$ cat src/rtl/bsg_ring_node_pkg.sv
// Shared definitions for the ring endpoint: default widths and the
// classification applied to each forward-ring input packet.
package bsg_ring_node_pkg;

    localparam int RING_ID_W      = 6;
    localparam int RING_PAYLOAD_W = 16;
    localparam int RING_MAX_OUT   = 4;
    localparam int RING_DROP_W    = 16;

    // What a node does with the packet on its forward input this cycle.
    typedef enum logic [1:0] {
        FWD_IDLE,
        FWD_PASS,
        FWD_EJECT,
        FWD_DROP
    } fwd_act_e;

endpackage

$ cat src/rtl/bsg_ring_node_if.sv
// Local client port of a ring node: injection (valid/ready) and
// ejection (valid/yumi). master = client side, slave = node side.
interface bsg_ring_node_if
    import bsg_ring_node_pkg::*;
#(
    parameter int id_width_p      = RING_ID_W,
    parameter int payload_width_p = RING_PAYLOAD_W
) ();

    logic                       inj_v_i;
    logic [id_width_p-1:0]      inj_dest_i;
    logic [payload_width_p-1:0] inj_data_i;
    logic                       inj_ready_o;
    logic                       eject_v_o;
    logic [id_width_p-1:0]      eject_src_o;
    logic [payload_width_p-1:0] eject_data_o;
    logic                       eject_yumi_i;

    modport master (
        output inj_v_i, inj_dest_i, inj_data_i, eject_yumi_i,
        input  inj_ready_o, eject_v_o, eject_src_o, eject_data_o
    );

    modport slave (
        input  inj_v_i, inj_dest_i, inj_data_i, eject_yumi_i,
        output inj_ready_o, eject_v_o, eject_src_o, eject_data_o
    );

endinterface

$ cat src/rtl/bsg_ring_node_credit.sv
// Outstanding-injection counter: +1 on i_up, -0/1/2 on i_dn.
// Ports: clk, reset, i_up, i_dn[1:0], o_full (count == max_p).
module bsg_ring_credit_counter
    import bsg_ring_node_pkg::*;
#(
    parameter int max_p = RING_MAX_OUT
) (
    input  logic       clk,
    input  logic       reset,
    input  logic       i_up,
    input  logic [1:0] i_dn,
    output logic       o_full
);

    localparam int CW = $clog2(max_p + 1);

    logic [CW-1:0] r_cnt;
    logic [CW:0]   w_sum;
    logic [CW:0]   w_dn;
    logic [CW:0]   w_next;

    assign w_sum  = {1'b0, r_cnt} + (CW+1)'(i_up);
    assign w_dn   = (CW+1)'(i_dn);
    assign w_next = w_sum - w_dn;
    assign o_full = (r_cnt == CW'(max_p));

    always_ff @(posedge clk) begin
        if (reset) r_cnt <= '0;
        else       r_cnt <= w_next[CW-1:0];
    end

    // More credits returned than injections outstanding.
    a_no_underflow: assert property (
        @(posedge clk) disable iff (reset) w_sum >= w_dn
    );

endmodule

$ cat src/rtl/bsg_ring_node.sv
// Per-tile ring endpoint: registered forward (data) and backward (ack) hops,
// eject/drop/pass classification, local injection into free slots.
// Ports: clk, reset, my_id_i, fwd_data_i/o, back_data_i/o, loc (client
// inject/eject), drop_o pulse, drop_count_o saturating counter.
module bsg_ring_node
    import bsg_ring_node_pkg::*;
#(
    parameter int  id_width_p        = RING_ID_W,
    parameter int  payload_width_p   = RING_PAYLOAD_W,
    parameter int  max_outstanding_p = RING_MAX_OUT,
    localparam int width_fwd_lp      = 1 + 2*id_width_p + payload_width_p,
    localparam int width_back_lp     = 1 + id_width_p
) (
    input  logic                     clk,
    input  logic                     reset,
    input  logic [id_width_p-1:0]    my_id_i,
    input  logic [width_fwd_lp-1:0]  fwd_data_i,
    output logic [width_fwd_lp-1:0]  fwd_data_o,
    input  logic [width_back_lp-1:0] back_data_i,
    output logic [width_back_lp-1:0] back_data_o,
    bsg_ring_node_if.slave           loc,
    output logic                     drop_o,
    output logic [RING_DROP_W-1:0]   drop_count_o
);

    typedef struct packed {
        logic                       v;
        logic [id_width_p-1:0]      dest;
        logic [id_width_p-1:0]      src;
        logic [payload_width_p-1:0] payload;
    } ring_fwd_pkt_s;

    typedef struct packed {
        logic                  v;
        logic [id_width_p-1:0] dest;
    } ring_back_pkt_s;

    ring_fwd_pkt_s              w_fin, w_fout_n, r_fout;
    ring_back_pkt_s             w_bin, w_bout_n, r_bout;
    fwd_act_e                   w_act;
    logic                       r_ej_v;
    logic [id_width_p-1:0]      r_ej_src;
    logic [payload_width_p-1:0] r_ej_data;
    logic                       r_ack_v;
    logic [id_width_p-1:0]      r_ack_dest;
    logic                       r_drop;
    logic [RING_DROP_W-1:0]     r_drop_cnt;
    logic                       w_ej_free;
    logic                       w_back_fwd;
    logic                       w_back_take;
    logic                       w_ack_send;
    logic                       w_ack_free;
    logic                       w_full;
    logic                       w_inj;
    logic [1:0]                 w_credits;

    assign w_fin = fwd_data_i;
    assign w_bin = back_data_i;

    assign w_ej_free   = !r_ej_v || loc.eject_yumi_i;
    assign w_back_fwd  = w_bin.v && (w_bin.dest != my_id_i);
    assign w_back_take = w_bin.v && (w_bin.dest == my_id_i);
    // The pending ack leaves whenever the back slot is not carrying transit.
    assign w_ack_send  = r_ack_v && !w_back_fwd;
    assign w_ack_free  = !r_ack_v || w_ack_send;

    // Eject wins over drop so self-addressed packets are delivered.
    always_comb begin
        w_act = FWD_IDLE;
        if (w_fin.v) begin
            if (w_fin.dest == my_id_i && w_ej_free && w_ack_free)
                w_act = FWD_EJECT;
            else if (w_fin.src == my_id_i)
                w_act = FWD_DROP;
            else
                w_act = FWD_PASS;
        end
    end

    assign loc.inj_ready_o = (w_act != FWD_PASS) && !w_full;
    assign w_inj           = loc.inj_v_i && loc.inj_ready_o;

    always_comb begin
        w_fout_n = '0;
        if (w_inj) begin
            w_fout_n.v       = 1'b1;
            w_fout_n.dest    = loc.inj_dest_i;
            w_fout_n.src     = my_id_i;
            w_fout_n.payload = loc.inj_data_i;
        end else if (w_act == FWD_PASS) begin
            w_fout_n = w_fin;
        end
    end

    always_comb begin
        w_bout_n = '0;
        if (w_back_fwd) begin
            w_bout_n = w_bin;
        end else if (r_ack_v) begin
            w_bout_n.v    = 1'b1;
            w_bout_n.dest = r_ack_dest;
        end
    end

    assign w_credits = {1'b0, w_act == FWD_DROP} + {1'b0, w_back_take};

    always_ff @(posedge clk) begin
        if (reset) begin
            r_fout     <= '0;
            r_bout     <= '0;
            r_ej_v     <= 1'b0;
            r_ej_src   <= '0;
            r_ej_data  <= '0;
            r_ack_v    <= 1'b0;
            r_ack_dest <= '0;
            r_drop     <= 1'b0;
            r_drop_cnt <= '0;
        end else begin
            r_fout <= w_fout_n;
            r_bout <= w_bout_n;
            r_drop <= (w_act == FWD_DROP);
            if (w_act == FWD_EJECT) begin
                r_ej_v    <= 1'b1;
                r_ej_src  <= w_fin.src;
                r_ej_data <= w_fin.payload;
            end else if (loc.eject_yumi_i) begin
                r_ej_v <= 1'b0;
            end
            if (w_act == FWD_EJECT) begin
                r_ack_v    <= 1'b1;
                r_ack_dest <= w_fin.src;
            end else if (w_ack_send) begin
                r_ack_v <= 1'b0;
            end
            if (w_act == FWD_DROP && r_drop_cnt != '1)
                r_drop_cnt <= r_drop_cnt + 1'b1;
        end
    end

    bsg_ring_credit_counter #(
        .max_p (max_outstanding_p)
    ) u_cred (
        .clk    (clk),
        .reset  (reset),
        .i_up   (w_inj),
        .i_dn   (w_credits),
        .o_full (w_full)
    );

    assign fwd_data_o       = r_fout;
    assign back_data_o      = r_bout;
    assign loc.eject_v_o    = r_ej_v;
    assign loc.eject_src_o  = r_ej_src;
    assign loc.eject_data_o = r_ej_data;
    assign drop_o           = r_drop;
    assign drop_count_o     = r_drop_cnt;

endmodule

$ cat src/flat_wrapper.sv
// flat-port wrapper written by rule: the top's interface ports become plain ports
module bsg_ring_node_flat import bsg_ring_node_pkg::*;
#(
    parameter int  id_width_p        = RING_ID_W,
    parameter int  payload_width_p   = RING_PAYLOAD_W,
    parameter int  max_outstanding_p = RING_MAX_OUT,
    localparam int width_fwd_lp      = 1 + 2*id_width_p + payload_width_p,
    localparam int width_back_lp     = 1 + id_width_p
)
  (clk, reset, my_id_i, fwd_data_i, fwd_data_o, back_data_i, back_data_o, drop_o, drop_count_o, loc_inj_v_i, loc_inj_dest_i, loc_inj_data_i, loc_eject_yumi_i, loc_inj_ready_o, loc_eject_v_o, loc_eject_src_o, loc_eject_data_o);
  bsg_ring_node_if #(.id_width_p(id_width_p), .payload_width_p(payload_width_p)) loc_i ();
  input  logic clk;
  input  logic reset;
  input  logic [id_width_p-1:0] my_id_i;
  input  logic [width_fwd_lp-1:0] fwd_data_i;
  output logic [width_fwd_lp-1:0] fwd_data_o;
  input  logic [width_back_lp-1:0] back_data_i;
  output logic [width_back_lp-1:0] back_data_o;
  output logic drop_o;
  output logic [RING_DROP_W-1:0] drop_count_o;
  input wire logic [$bits(loc_i.inj_v_i)-1:0] loc_inj_v_i;
  input wire logic [$bits(loc_i.inj_dest_i)-1:0] loc_inj_dest_i;
  input wire logic [$bits(loc_i.inj_data_i)-1:0] loc_inj_data_i;
  input wire logic [$bits(loc_i.eject_yumi_i)-1:0] loc_eject_yumi_i;
  output wire logic [$bits(loc_i.inj_ready_o)-1:0] loc_inj_ready_o;
  output wire logic [$bits(loc_i.eject_v_o)-1:0] loc_eject_v_o;
  output wire logic [$bits(loc_i.eject_src_o)-1:0] loc_eject_src_o;
  output wire logic [$bits(loc_i.eject_data_o)-1:0] loc_eject_data_o;
  assign loc_i.inj_v_i = loc_inj_v_i;
  assign loc_i.inj_dest_i = loc_inj_dest_i;
  assign loc_i.inj_data_i = loc_inj_data_i;
  assign loc_i.eject_yumi_i = loc_eject_yumi_i;
  assign loc_inj_ready_o = loc_i.inj_ready_o;
  assign loc_eject_v_o = loc_i.eject_v_o;
  assign loc_eject_src_o = loc_i.eject_src_o;
  assign loc_eject_data_o = loc_i.eject_data_o;
  bsg_ring_node #(.id_width_p(id_width_p), .payload_width_p(payload_width_p), .max_outstanding_p(max_outstanding_p)) u_core (.clk(clk), .reset(reset), .my_id_i(my_id_i), .fwd_data_i(fwd_data_i), .fwd_data_o(fwd_data_o), .back_data_i(back_data_i), .back_data_o(back_data_o), .loc(loc_i), .drop_o(drop_o), .drop_count_o(drop_count_o));
endmodule
$ cat config.mk
export PLATFORM = sky130hd
export DESIGN_NAME = bsg_ring_node_flat
export DESIGN_NICKNAME = d
export VERILOG_FILES = /design/src/rtl/bsg_ring_node_pkg.sv /design/src/rtl/bsg_ring_node_if.sv /design/src/rtl/bsg_ring_node_credit.sv /design/src/rtl/bsg_ring_node.sv /design/src/flat_wrapper.sv
export SDC_FILE = /design/constraint.sdc
export NUM_CORES = 1
export LEC_CHECK = 0
export ABC_CLOCK_PERIOD_IN_PS = 2800
export CAP_MARGIN = 20
export CORE_UTILIZATION = 40
export CTS_BUF_LIST = sky130_fd_sc_hd__clkbuf_2 sky130_fd_sc_hd__clkbuf_4 sky130_fd_sc_hd__clkbuf_8
export DETAILED_ROUTE_END_ITERATION = 8
export MAX_ROUTING_LAYER = met4
export PLACE_DENSITY = 0.78
export SLEW_MARGIN = 0
export SYNTH_ARGS = -nofsm -noshare
export SYNTH_HDL_FRONTEND = slang
export SYNTH_SLANG_ARGS = --single-unit
$ cat constraint.sdc
create_clock -name clk -period 2.8 [get_ports clk]
set_input_delay 0.56 -clock clk [delete_from_list [all_inputs] [get_ports clk]]
set_output_delay 0.56 -clock clk [all_outputs]
set_load 0.02 [all_outputs]
==> metrics.md <==
| Metric | Value |
|---|---|
| CTS Hold Bufs | `0` |
| P_leak | `2.19 nW` |
| Fin crit share | `0.980` |
| Slowest CP cell | `fa_2` |
| Die footprint | `9440 µm²` |
| Gr ovfl total | `0` |
| Routability cong. | `0.833` |
| Final hold slack | `0.444 ns` |
| Req. time, crit path | `3.04 ns` |
| Fmax | `364 MHz` |
| Synth Cell Area | `3620 µm²` |
| Yosys top cell by area | `dfxtp_1` |
| Relative slew margins | `0.706` |
| Min-Delay Path Class | `input port to flop` |
| DP Cell Count | `650` |
| Final hold viol count | `0` |
| Crit Path Category | `input port to flop` |
| Worst-path clk slew | `0.09 ns` |
| Fillcell total | `~750` |
| Root Driver | `clkbuf_8` |
| Top-area cell type share of the netlist area | `0.442` |
| Clk_lat worst skew | `0.36 ns` |
| Post-synth top flop | `dfxtp_1` |
| Worst-path cell chain | `clkdlybuf4s15_1 -> xor2_1 -> nor4_2 -> and2_4 -> nor3b_4 -> nand2b_4 -> fa_2 -> inv_2 -> ha_4 -> ha_4 -> xor2_2 -> xnor2_1 -> nor2_1` |
| TritonCTS buffer count | `9` |
| Synth cell count leaders | `dfxtp_1 (80), nand2_1 (43), nand2b_1 (34)` |
| IO Count | `145` |
| Mean post-synth cell area | `9.19 µm²` |
| CP Depth | `13` |
| CP endpoint kind | `flop` |
| Routed WL | `10200 µm` |
| Most frequent CP cell | `ha_4` |
| Crit path largest cell delay | `0.53 ns` |
| R2R Setup Slk | `0.25 ns` |
| Yosys warns | `0` |
| IO buf count | `144` |
| Vias in the first global route | `3491` |
| Clk_skew | `0.0150 ns` |
| Final setup fails | `0` |
| Worst slew pin tran | `0.441 ns` |
| Drt first-iter violations | `94` |
| Avg Vias per Cell | `5.05` |
| Sink Count | `80` |
| DP HPWL | `about 7400 µm` |
| Share of cells above drive strength 1 | `0.160` |
| ANT nets after route | `0` |
| Initial antenna violation count | `1` |
| Syn Inst Count | `394` |
| Via total after detailed routing | `about 3400` |
| CP delay by family, top | `adder cells` |
| Final #Nets | `629` |
| EDFF count, synth | `0` |
| Core area | `8760 µm²` |
| Largest net degree at the start of global routing | `34` |
| Row cnt | `34` |
| Yosys cell types | `36` |
| H-tree Lvls | `3` |
| Die Span Y | `97.2 µm` |
| Syn-to-layout area delta | `54.2%` |
| First-pass GRT wire length | `16500 µm` |
| Post-route cell area | `5580 µm²` |
| Crit path buf inv count | `2` |
| Remaining DRCs | `0` |
| Worst Setup Start Kind | `input port` |
| Dpl cell area | `5310 µm²` |
| Hold path cells | `3` |
| Initial Util | `0.413` |
| # Max-Cap Violations | `0` |
| Syn_nets | `467` |
| Post-synthesis sequential area ratio | `0.442` |
| Power per cell area | `433 nW/µm²` |
| Max Fanout on Critical Path | `3` |
| Avg WL per Cell | `around 15 µm` |
| Clock Path Buffers | `2` |
| VDD IR max | `273 µV` |
| R2R cell count | `13` |
| RSZ-0062 raised after global routing | `no` |
| Post-route minimum period | `2.74 ns` |
| Post-synthesis async set-or-reset flop share | `0` |
| Die X | `97.2 µm` |
| Post-Layout Cell Count | `between 600 and 700` |
| CP arrival | `roughly 3.0 ns` |
| Count leader, synth | `dfxtp_1` |
| Max Transition Viols Final | `0` |
| DR pass1 iterations | `5` |
| CTS tree | `built` |
| All-layer global routing usage | `0.225` |
| Yosys reg bits | `80` |
| Largest cells by area after synthesis | `dfxtp_1 (44%), mux2i_1 (8.0%), nand2b_1 (5.9%)` |
| Status | `finished clean` |
power by group:
part	total, W	internal (W)	switching [W]	leakage [nW]
combinational	0.000417	0.000223	0.000194	1.44
clock	0.000810	0.000357	0.000453	0.0941
sequential	0.00119	0.00118	0.0000136	0.652
cell families (layout without fill, tap and decap cells):
| logic type | count (synthesis) | count (layout) | share of synthesized area |
|---|---|---|---|
| adder cells (fa/ha/maj) | 5 | 5 | 0.0193 |
| buffers and inverters | 32 | 199 | 0.0415 |
| AND/OR/NAND/NOR | 172 | 172 | 0.274 |
| multiplexers | 35 | 35 | 0.0988 |
| flip-flops | 80 | 80 | 0.442 |
| XOR/XNOR | 20 | 20 | 0.0484 |
| other | 0 | 1 | 0 |
| AO/OA/AOI/OAI | 50 | 50 | 0.0760 |
cell type report:
type	count	area [µm²]	area share
clock inverters	6	47.5	0.00851
flip-flops and latches	80	1600	0.287
repair buffers	176	1640	0.293
inverters	7	26.3	0.00471
clock buffers	10	138	0.0246
diodes	1	2.50	0.000448
well taps	108	135	0.0242
multi-input cells	282	2000	0.358
per-layer routing:
layer | vias to the layer above | GRT usage | share of wire
li1 | 1674 | - | -
met1 | 1579 | 0.249 | 0.40
met2 | 115 | 0.379 | 0.51
met3 | 18 | 0.0741 | 0.073
met4 | 0 | 0.0769 | 0.016
met5 | - | - | 0
worst paths after layout:
| path | endpoint | from |
|---|---|---|
| worst max-delay path | u_core.u_cred.r_cnt[2] | my_id_i[4] |
| worst min-delay path | u_core.back_data_o[0] | back_data_i[0] |
| worst min register to register | u_core.loc.eject_data_o[3] | u_core.loc.eject_data_o[3] |
| worst max register to register | u_core.u_cred.r_cnt[2] | u_core.loc.eject_v_o |
through the flow:
stage	setup slack [ns]	power, W	utilization	setup TNS, ns
final	0.0561	0.00242	0.637	0
after global routing	0.00255	0.00251	0.637	0
after CTS	0.00621	0.00243	0.633	0
after detailed placement	-0.756	0.00163	0.606	-4.88
after global placement	-0.677	0.00162	0.606	-3.32
after floorplan	-0.170	0.00140	-	-0.200
cell usage in the layout, fill, tap and decap left out, types with 6 or more instances in the layout:
master	n
xor2_1	8
dfxtp_1	80
a21oi_1	16
nand2_1	43
nor2_1	15
buf_4	32
nand4_1	10
dlygate4sd2_1	10
inv_1	6
clkbuf_8	10
o21ai_0	25
nand3_1	11
clkdlybuf4s50_1	116
nand3b_1	22
nand2b_1	32
nor2b_1	8
mux2i_1	29
flip-flops by register name, summed over array words and instances (netlist names):
signal                   flops
u_core.fwd_data_o           29
u_core.r_ack_v               1
u_core.loc.eject_data_o     16
u_core.back_data_o           7
u_core.u_cred.r_cnt          3
u_core.loc.eject_v_o         1
u_core.drop_count_o         16
u_core.loc.eject_src_o       6
u_core.drop_o                1
worst register-to-register path, stage by stage, from the launching register on:
cell and delay [ns]:
dfxtp_1 0.34, nand2b_4 0.09, nand4_1 0.12, nor4_2 0.24
and2_4 0.23, nor3b_4 0.05, nand2b_4 0.15, fa_2 0.53
inv_2 0.04, ha_4 0.15, ha_4 0.15, xor2_2 0.14
xnor2_1 0.15, nor2_1 0.05
what timing repair did:
item / CTS / global route
resized for setup: 64 / 21
setup endpoints to repair: 4 / 2
pin swaps: 15 / 13
setup buffers: 2 / 1
hold endpoints to repair: 0 / 0
gates cloned: 0 / 0
Power figures use the tool's default switching activity.
